--- src/rtl/cyber_player_multi.sv ---
// Multi-channel LFSR-driven computer opponent: per-channel press pulse, cooldown and saturating press counter.
// Latency: compare on the registered LFSR in cycle t is seen on press_o in cycle t+1.
// Backpressure: none; en_i low freezes every channel and holds press_o at 0.
//
// Ports:
//   clk_i      single clock, all state changes on its rising edge
//   reset_ni   asynchronous active-low reset, state held at reset values while low
//   en_i       advance enable for every channel
//   clear_i    synchronous clear of cooldowns, counters and press (LFSRs keep running)
//   level_i    per-channel difficulty, channel i at [i*(WIDTH-1) +: WIDTH-1]
//   press_o    registered one-cycle press pulse per channel
//   count_o    saturating press count, channel i at [i*CNT_W +: CNT_W]
module cyber_player_multi #(
    parameter int unsigned WIDTH    = 10,
    parameter int unsigned CHANNELS = 2,
    parameter int unsigned COOLDOWN = 4,
    parameter int unsigned SEED     = 1,
    parameter int unsigned CNT_W    = 8
) (
    input  logic                            clk_i,
    input  logic                            reset_ni,
    input  logic                            en_i,
    input  logic                            clear_i,
    input  logic [CHANNELS*(WIDTH-1)-1:0]   level_i,
    output logic [CHANNELS-1:0]             press_o,
    output logic [CHANNELS*CNT_W-1:0]       count_o
);

    // Tap positions (1-based in the tap list) become bit masks on the LFSR.
    function automatic logic [11:0] taps_for(input int unsigned w);
        case (w)
            4:       taps_for = 12'h00C;   // 4,3
            5:       taps_for = 12'h014;   // 5,3
            6:       taps_for = 12'h030;   // 6,5
            7:       taps_for = 12'h060;   // 7,6
            8:       taps_for = 12'h0B8;   // 8,6,5,4
            9:       taps_for = 12'h110;   // 9,5
            10:      taps_for = 12'h240;   // 10,7
            11:      taps_for = 12'h500;   // 11,9
            12:      taps_for = 12'h829;   // 12,6,4,1
            default: taps_for = 12'h000;
        endcase
    endfunction

    localparam logic [11:0]       TAPS_ALL = taps_for(WIDTH);
    localparam logic [WIDTH-1:0]  TAP_MASK = TAPS_ALL[WIDTH-1:0];

    // A zero cooldown still needs a one-bit counter that simply stays at 0.
    localparam int unsigned       CD_W    = (COOLDOWN == 0) ? 1 : $clog2(COOLDOWN + 1);
    localparam logic [CD_W-1:0]   CD_LOAD = CD_W'(COOLDOWN);
    localparam logic [CNT_W-1:0]  CNT_MAX = {CNT_W{1'b1}};

    for (genvar g = 0; g < CHANNELS; g++) begin : g_ch
        localparam logic [WIDTH-1:0] LFSR_SEED = WIDTH'(SEED + g);

        logic [WIDTH-1:0] lfsr_q, lfsr_d;
        logic [CD_W-1:0]  cd_q, cd_d;
        logic             press_q, press_d;
        logic [CNT_W-1:0] cnt_q, cnt_d;
        logic [WIDTH-2:0] lvl;
        logic             fire;

        assign lvl  = level_i[g*(WIDTH-1) +: (WIDTH-1)];
        // Zero-extended level against the registered LFSR; level 0 can never fire
        // because the LFSR is never 0.
        assign fire = ({1'b0, lvl} > lfsr_q);

        always_comb begin
            lfsr_d  = lfsr_q;
            cd_d    = cd_q;
            cnt_d   = cnt_q;
            press_d = 1'b0;
            if (en_i) begin
                // The LFSR advances on every enabled edge, clear or not.
                lfsr_d = {lfsr_q[WIDTH-2:0], ^(lfsr_q & TAP_MASK)};
                if (clear_i) begin
                    cd_d  = '0;
                    cnt_d = '0;
                end else if ((cd_q == '0) && fire) begin
                    press_d = 1'b1;
                    cd_d    = CD_LOAD;
                    if (cnt_q != CNT_MAX) begin
                        cnt_d = cnt_q + 1'b1;
                    end
                end else if (cd_q != '0) begin
                    cd_d = cd_q - 1'b1;
                end
            end
        end

        always_ff @(posedge clk_i or negedge reset_ni) begin
            if (!reset_ni) begin
                lfsr_q  <= LFSR_SEED;
                cd_q    <= '0;
                press_q <= 1'b0;
                cnt_q   <= '0;
            end else begin
                lfsr_q  <= lfsr_d;
                cd_q    <= cd_d;
                press_q <= press_d;
                cnt_q   <= cnt_d;
            end
        end

        assign press_o[g]                 = press_q;
        assign count_o[g*CNT_W +: CNT_W]  = cnt_q;
    end

endmodule
--- config.mk ---
export PLATFORM = sky130hd
export DESIGN_NAME = cyber_player_multi
export DESIGN_NICKNAME = d
export VERILOG_FILES = /design/src/rtl/cyber_player_multi.sv
export SDC_FILE = /design/constraint.sdc
export NUM_CORES = 1
export LEC_CHECK = 0
export ABC_CLOCK_PERIOD_IN_PS = 2800
export CELL_PAD_IN_SITES_DETAIL_PLACEMENT = 1
export CELL_PAD_IN_SITES_GLOBAL_PLACEMENT = 2
export CORE_UTILIZATION = 34
export DETAILED_ROUTE_END_ITERATION = 10
export PLACE_DENSITY = 0.85
export SETUP_SLACK_MARGIN = 0.5
export SLEW_MARGIN = 20
export SYNTH_ARGS = -nofsm -noshare
export SYNTH_HDL_FRONTEND = slang
export SYNTH_SLANG_ARGS = --single-unit
--- constraint.sdc ---
create_clock -name clk_i -period 2.8 [get_ports clk_i]
set_input_delay 0.56 -clock clk_i [delete_from_list [all_inputs] [get_ports clk_i]]
set_output_delay 0.56 -clock clk_i [all_outputs]
set_load 0.01 [all_outputs]
Word-level counts from Yosys, hierarchy flattened
Cells that the tools add are included.
Widths: inputs -> output; s select.

operators by class
  order comparisons = 2
  reduce and logical (&&, ||, !) cells = 18
  add/subtract/negate cells = 4
  mux-type cells = 18
  equal/unequal tests = 2

operator list
  cell                 count
  $mux 8               6
  $gt 9x10->1          2
  $reduce_xor 10->1    2
  $mux 3               6
  $add 8x1->8 const B  2
  $ne 8x8->1 const B   2
  $reduce_bool 3->1    4
  $reduce_bool 2->1    4
  $logic_not 3->1      2
  $mux 1               6
  $reduce_and 3->1     2
  $sub 3x1->3 const B  2
  $reduce_and 2->1     2
  $logic_and 1x1->1    2

storage, ports and cells
  output and inout port bits = 18
  register bits after elaboration = 44
  bits of input ports = 22

Longest topological paths before layout
Gate-level depths: netlist (run 1).

  depth after elaboration = 5
  gate-level depth with buffers = 9

Worst setup path after synthesis (run 1)
OpenSTA, ideal clock, no wires.

  kind = input-to-reg
  start point = input port level_i[5]
  end point = register g_ch[0].cnt_q[7]
  arrival time = 1.930 ns
  stages on the path = 7
  data required time = 2.676 ns
  slack = 0.746 ns
  buffers on the path = 0
  cells stage by stage = ha_1 > nand4_1 > o21bai_1 > a31oi_4 > o21ai_4 > a21o_4 > a211o_1

between the ends
  word-level cells in the longest chain between the ends = 4

RTL lines
  what                         line  source
  start: declaration           24    input logic [CHANNELS*(WIDTH-1)-1:0] level_i,
  $gt 9x10->1                  66    assign fire = ({1'b0, lvl} > lfsr_q);
  $logic_and 1x1->1            79    end else if ((cd_q == '0) && fire) begin
  $reduce_bool 2->1 (no line)  -
  $reduce_and 3->1 (no line)   -
  end signal: assignment       101   cnt_q <= cnt_d;
  end: declaration             59    logic [CNT_W-1:0] cnt_q, cnt_d;

Every way passes these cells.
A chain may end at the register's enable or synchronous reset.

Worst setup path in the final report (run 1)
  start point = input port level_i[8]
  end point = register g_ch[0].cnt_q[3]

The elaborated chain is that of the path after synthesis.

==> results of run 1 <==
## where the power goes
part           internal [W]  switching, W  total, W
sequential         0.000762     0.0000886  0.000851
combinational      0.000408      0.000440  0.000848
clock              0.000220      0.000222  0.000443
## placed cells by master (no fill, tap or decap), types with 2 or more instances in the layout
cell type        count
nand4_1              6
nor4_1               2
inv_1               33
a21o_1               4
clkdlybuf4s50_1     36
nand3_1             12
a2bb2oi_1            3
o22a_2               4
clkbuf_8             7
nand2_1             29
a31oi_1              2
dfstp_2              2
xnor2_1              2
nor3b_1              2
nor2_1              10
and3_1               5
nor3_1               3
o21ai_0             30
ha_1                20
o32ai_1              2
o211a_1              4
a21oi_2              2
dfrtp_1             42
mux2_2               3
a21oi_1              8
buf_4                6
ha_4                 4
## sequential cells by signal (all words and copies together) (netlist names)
name / cells
g_ch.cd_q: 6
g_ch.lfsr_q: 20
g_ch.cnt_q: 16
g_ch.press_q: 2
## through the flow
step,area (um^2),worst slack [ps],hold slack (ps),util
global route,3300,488,272,0.448
CTS,3250,484,255,0.441
finish,3300,525,238,0.448
detailed placement,3120,170,469,0.424
global placement,3120,198,460,0.424
floorplan,2630,746,264,-
## layout make-up
cell class / instances / area (um^2)
clock buffers: 7 / 96.3
fillers: 863 / 4070
inverters: 34 / 128
multi-input cells: 186 / 1410
flip-flops and latches: 44 / 1100
well taps: 99 / 124
repair buffers: 46 / 443
## what timing repair did
| action | CTS | global route |
|---|---|---|
| buffers inserted | 1 | 0 |
| pin swaps | 4 | 8 |
| resized for setup | 4 | 10 |
| hold endpoints to repair | 0 | 0 |
| setup endpoints to repair | 2 | 12 |
## logic make-up after synthesis
kind of cell    after synthesis  synth area share
mux                           3            0.0128
simple gates                 75             0.143
compound gates               82             0.232
buf+inv                      47            0.0718
xor+xnor                      2           0.00666
flops                        44             0.420
fa+ha+maj                    24             0.114
## metal layers
| layer | vias up | track usage | wire, um |
|---|---|---|---|
| met5 | - | 0 | 0 |
| met4 | 0 | 0.0497 | 57 |
| li1 | 1056 | - | - |
| met3 | 5 | 0.0288 | 194 |
| met1 | 1085 | 0.204 | 2850 |
| met2 | 29 | 0.287 | 3130 |
## worst paths after layout
| check | start | endpoint | cells past startpoint |
|---|---|---|---|
| setup / recovery | level_i[8] | g_ch[0].cnt_q[3]$_DFFE_PN0P_ | 9 |
| max in group asynchronous | reset_ni | g_ch[0].lfsr_q[0]$_DFFE_PN1P_ | 2 |
| hold / removal | reset_ni | g_ch[1].cnt_q[5]$_DFFE_PN0P_ | 1 |
| setup reg to reg | g_ch[1].lfsr_q[1]$_DFFE_PN1P_ | g_ch[1].cnt_q[7]$_DFFE_PN0P_ | 8 |
| min in group clk_i | g_ch[0].lfsr_q[5]$_DFFE_PN0P_ | g_ch[0].lfsr_q[6]$_DFFE_PN0P_ | 2 |
| hold reg to reg | g_ch[0].lfsr_q[5]$_DFFE_PN0P_ | g_ch[0].lfsr_q[6]$_DFFE_PN0P_ | 2 |
## worst register-to-register path, stage by stage, from the launching register on
cell and delay [ps]:
dfstp_2 530, inv_1 50, ha_1 280, nand2b_1 80, a21oi_2 150, o31ai_2 100
a21bo_4 250, o211a_1 240, a221o_1 260
==> flow_metrics.tcl, run 1 <==
set metrics [dict create \
    status "finished, final reports clean" \
    grtUsageTotal 0.163 \
    row_count 31 \
    clock_path_buffers 2 \
    setup_viol 0 \
    start_util 0.357 \
    fin_cells 416 \
    wire_per_inst_um 15.0 \
    synthesis.area_um2 2630 \
    cts_tree "yes" \
    dp.cells 408 \
    synth_ff_type "dfrtp_1" \
    ys_seq_area_frac 0.420 \
    worstPathRequired_ps 2990 \
    rsz0062_at_grt "false" \
    vias_per_cell 5.23 \
    grt_pass1_wl_um 10700 \
    cts-root-buf "clkbuf_8" \
    avgSynthCellArea_um2 9.49 \
    clk_latency_ps 300 \
    maxCapViolCount 0 \
    tightest_slew_ps 548 \
    yosys-top-cells-area "dfrtp_1, ha_1, o21ai_0, inv_1, nand2_1" \
    synthesis.instances 277 \
    crit_path_top_delay_cell "clkdlybuf4s50_1" \
    finalWirelength_um 6230 \
    ys_warn_count 0 \
    diodes 0 \
    synth_async_sr_flop_share 1.00 \
    die_w_um 90.0 \
    synth_edf_count 0 \
    skew_ps 5.63 \
    hold_violations 0 \
    cpLargestDelayFamily "compound AO/OA/AOI/OAI gates" \
    dr.pass1.iters 4 \
    cts_made_buffers 5 \
    nets 363 \
    grt_pass1_vias 2252 \
    hpwl_um 4420 \
    grt_overflow 0 \
    synth_area_leader_cell "dfrtp_1" \
    period_share 0.813 \
    synth_most_common_cell "dfrtp_1" \
    syn_to_final_growth_pct 25.6 \
    routabilityCongestion 0.709 \
    power_density_nw_per_um2 648 \
    path_buf_inv 2 \
    syn_nets 323 \
    max_freq_ghz 0.439 \
    io_pins 40 \
    start_kind "input port" \
    holdBufCountCts 0 \
    crit_path_max_incr_delay_ps 450 \
    num_vias 2175 \
    h-tree-depth 2 \
    grt_max_degree 34 \
    finalPower_w 0.00214 \
    fin_crit_ps 2280 \
    yosysUniqueCellTypes 55 \
    core_area_um2 7370 \
    worst_setup_path_end_kind "flop" \
    synth_seq_cells 44 \
    clk_pin_slew_ps 90 \
    path_max_fanout 6 \
    numPortBuffers 39 \
    power.leakage_nw 1.48 \
    antenna_found_initial 0 \
    slew_viol_final 0 \
    clkSinkCount 44 \
    r2r_slack_ps 760 \
    ant_nets 0 \
    die_area_um2 8090 \
    critPathKind "input port to flop" \
    dr.first_iter.drc_count 87 \
    setup_tns_ps 0 \
    dieHeight_um 90.0 \
    drc 0 \
    ys_top_cells_by_count "dfrtp_1, inv_1, o21ai_0, nand2_1, ha_1" \
    critical_path.cell_chain "clkdlybuf4s50_1 -> ha_4 -> nand4b_4 -> o31a_2 -> o31a_4 -> o21ai_4 -> buf_6 -> nor3b_1 -> o22a_2" \
    slew_headroom 0.634 \
    arrival_ps 2470 \
    synth_top_area_frac 0.400 \
    drive_gt1_frac 0.136 \
    vdd_ir_drop_max_mv 0.269 \
    hold_class "input port to asynchronous set/reset pin" \
]
(Power assumes the default switching activity.)
==> run 2, diff against run 1 <==
--- a/config.mk
+++ b/config.mk
@@ -5,12 +5,12 @@
 export SDC_FILE = /design/constraint.sdc
 export NUM_CORES = 1
 export LEC_CHECK = 0
-export ABC_CLOCK_PERIOD_IN_PS = 2800
+export ABC_CLOCK_PERIOD_IN_PS = 2000
 export CELL_PAD_IN_SITES_DETAIL_PLACEMENT = 1
 export CELL_PAD_IN_SITES_GLOBAL_PLACEMENT = 2
-export CORE_UTILIZATION = 34
+export CORE_UTILIZATION = 30
 export DETAILED_ROUTE_END_ITERATION = 10
-export PLACE_DENSITY = 0.85
+export PLACE_DENSITY = 0.8
 export SETUP_SLACK_MARGIN = 0.5
 export SLEW_MARGIN = 20
 export SYNTH_ARGS = -nofsm -noshare
==> constraint.sdc (replaced) <==
create_clock -name clk_i -period 2 [get_ports clk_i]
set_input_delay 0.4 -clock clk_i [delete_from_list [all_inputs] [get_ports clk_i]]
set_output_delay 0.4 -clock clk_i [all_outputs]
set_load 0.01 [all_outputs]
==> run 2 against run 1 <==
Against the previous run: the flow now finishes with violations (negative hold slack, negative setup slack); register-to-register slack lost 770 ps; critical endpoint is now g_ch[0].cnt_q[6]$_DFFE_PN0P_; utilization is 3.4 points higher; total power up 76%; sequential power up 40%; via count up 10%; largest power group is now combinational logic.
==> flow_metrics.tcl, run 2 (synthesis gave the netlist of run 1 again) <==
set metrics [dict create \
    status "complete, but fails checks" \
    violations "negative hold slack, negative setup slack" \
    antenna_found_initial 0 \
    dr.first_iter.drc_count 46 \
    cts_made_buffers 5 \
    wire_per_inst_um 16.3 \
    start_kind "flop" \
    ant_nets 0 \
    cts-root-buf "clkbuf_8" \
    highest_layer "met4" \
    dr.pass1.iters 4 \
    dr_wl_met2_um 4080 \
    arrival_ps 2210 \
    routabilityCongestion 0.758 \
    worstPathRequired_ps 2200 \
    final_cell_mix "buf_4, dfrtp_1, nand2_1, dlygate4sd2_1, o21ai_0" \
    vdd_ir_drop_max_mv 0.367 \
    top_register "g_ch.lfsr_q" \
    period_share 1.00 \
    slew_viol_final 0 \
    holdBufCountCts 0 \
    hold-worst-slack_ps -1.29 \
    path_max_fanout 5 \
    largest_reg_flops 20 \
    syn_to_final_growth_pct 52.9 \
    cts_tree "yes" \
    grt_pass1_wl_um 12700 \
    r2r_slack_ps -6 \
    grt_overflow 0 \
    final_common_cell "buf_4" \
    max_freq_ghz 0.498 \
    clock_path_buffers 2 \
    h-tree-depth 2 \
    critPathKind "flop to flop" \
    power.leakage_nw 1.90 \
    numPortBuffers 39 \
    clk_latency_ps 310 \
    drive_gt1_frac 0.390 \
    hold_violations 2 \
    ff2ff_path_depth 10 \
    dieHeight_um 95.6 \
    diodes 0 \
    maxCapViolCount 0 \
    design_area_um2 4020 \
    core_area_um2 8340 \
    clk_pin_slew_ps 90 \
    finalWorstSetupSlack_ps -6.20 \
    fin_crit_ps 2010 \
    die_area_um2 9150 \
    hold_class "input port to asynchronous set/reset pin" \
    die_w_um 95.6 \
    grtUsageTotal 0.184 \
    grt_max_degree 43 \
    grt_pass1_vias 2655 \
    worst_setup_path_end_kind "flop" \
    row_count 33 \
    setup_viol 1 \
    start_util 0.315 \
    hpwl_um 5040 \
    clkSinkCount 44 \
    tightest_slew_ps 379 \
    skew_ps 10.4 \
    dp.cells 434 \
    wl_met1_um 3330 \
    timing.rr.start "g_ch[0].lfsr_q[2]$_DFFE_PN0P_" \
    power_density_nw_per_um2 938 \
    top_regs "g_ch.lfsr_q x20, g_ch.cnt_q x16, g_ch.cd_q x6" \
    nets 412 \
    vias_per_cell 5.08 \
    rsz0062_at_grt "true" \
    regToRegEndpoint "g_ch[0].cnt_q[6]$_DFFE_PN0P_" \
    drc 0 \
    met3_length_um 183 \
    num_vias 2396 \
    fin_cells 472 \
    slew_headroom 0.747 \
    io_pins 40 \
    finalWirelength_um 7690 \
    dpl-instance-area_um2 3420 \
]
==> run 2: cell count changes in the layout (fill, tap and decap cells not counted), moves of 3 or more <==
cell             change
clkdlybuf4s50_1     -31
o21ai_0              -5
inv_2               +10
ha_4                 +9
inv_1               -10
ha_1                 -9
buf_6               +11
clkbuf_2             +3
o21ai_2              +4
nor2_1               -3
buf_4               +39
dlygate4sd2_1       +27
a21oi_1              -3
==> run 2: routing by layer <==
| metal | vias up | track usage |
|---|---|---|
| li1 | 1162 | - |
| met1 | 1197 | 0.221 |
| met2 | 30 | 0.335 |
| met3 | 7 | 0.0263 |
| met4 | 0 | 0.0609 |
| met5 | - | 0 |
==> run 2: report_power, final <==
group	leakage (nW)	internal, W	switching, W
registers	0.575	0.00107	0.000119
clock network	0.0422	0.000246	0.000329
logic	1.28	0.00103	0.000975
total	1.90	0.00235	0.00142
==> run 2: per-stage QoR <==
| step | TNS [ps] | power, W | utilization | setup WS, ps |
|---|---|---|---|---|
| 2_1_floorplan | 0 | 0.00208 | - | 121 |
| 3_3_place_gp | -7880 | 0.00258 | 0.410 | -425 |
| 3_5_place_dp | -8850 | 0.00265 | 0.410 | -461 |
| 4_1_cts | -79.5 | 0.00354 | 0.459 | -25.9 |
| 5_1_grt | -684 | 0.00404 | 0.482 | -99.0 |
| 6_report | -6.20 | 0.00377 | 0.482 | -6.20 |
==> run 2: worst max path at each step <==
stage | slack, ps | start | depth (start not counted) | to
floorplan | 120 | g_ch[1].lfsr_q[1]$_DFFE_PN1P_ | 8 | g_ch[1].cnt_q[7]$_DFFE_PN0P_
global placement | -430 | level_i[4] | 8 | g_ch[0].cnt_q[0]$_DFFE_PN0P_
detailed placement | -460 | level_i[4] | 8 | g_ch[0].cnt_q[7]$_DFFE_PN0P_
CTS | -30 | g_ch[1].lfsr_q[1]$_DFFE_PN1P_ | 9 | g_ch[1].cnt_q[1]$_DFFE_PN0P_
global route | -100 | g_ch[1].lfsr_q[3]$_DFFE_PN0P_ | 8 | g_ch[1].cnt_q[7]$_DFFE_PN0P_
finish | -6 | g_ch[0].lfsr_q[2]$_DFFE_PN0P_ | 10 | g_ch[0].cnt_q[6]$_DFFE_PN0P_
==> run 2: layout make-up <==
class                   instances  area [um^2]
fillers                       939         4320
multi-input cells             186         1770
flip-flops and latches         44         1100
repair buffers                 95          801
well taps                     105          131
inverters                      34          128
clock buffers                   7         76.3
clock inverters                 1         5.00
==> run 2: timing repair <==
action,4_1_cts,5_1_grt
setup buffers,21,9
pin swaps,27,23
setup endpoints to repair,44,31
gates resized for setup,80,30
==> run 2: critical path, stage by stage (launching register included) <==
cell     delay (ps)
dfrtp_1         370
inv_2            60
ha_4            250
nand4_1         130
buf_4           160
o31a_4          280
o31a_4          120
o21ai_4         100
buf_6           160
nor4_4           30
o22a_2          240
==> run 3, diff against run 2 <==
--- a/config.mk
+++ b/config.mk
@@ -12,7 +12,6 @@
 export DETAILED_ROUTE_END_ITERATION = 10
 export PLACE_DENSITY = 0.8
 export SETUP_SLACK_MARGIN = 0.5
-export SLEW_MARGIN = 20
 export SYNTH_ARGS = -nofsm -noshare
 export SYNTH_HDL_FRONTEND = slang
 export SYNTH_SLANG_ARGS = --single-unit
==> results of run 3 <==
Final layout, timing and power as in run 2 (identical DEF).
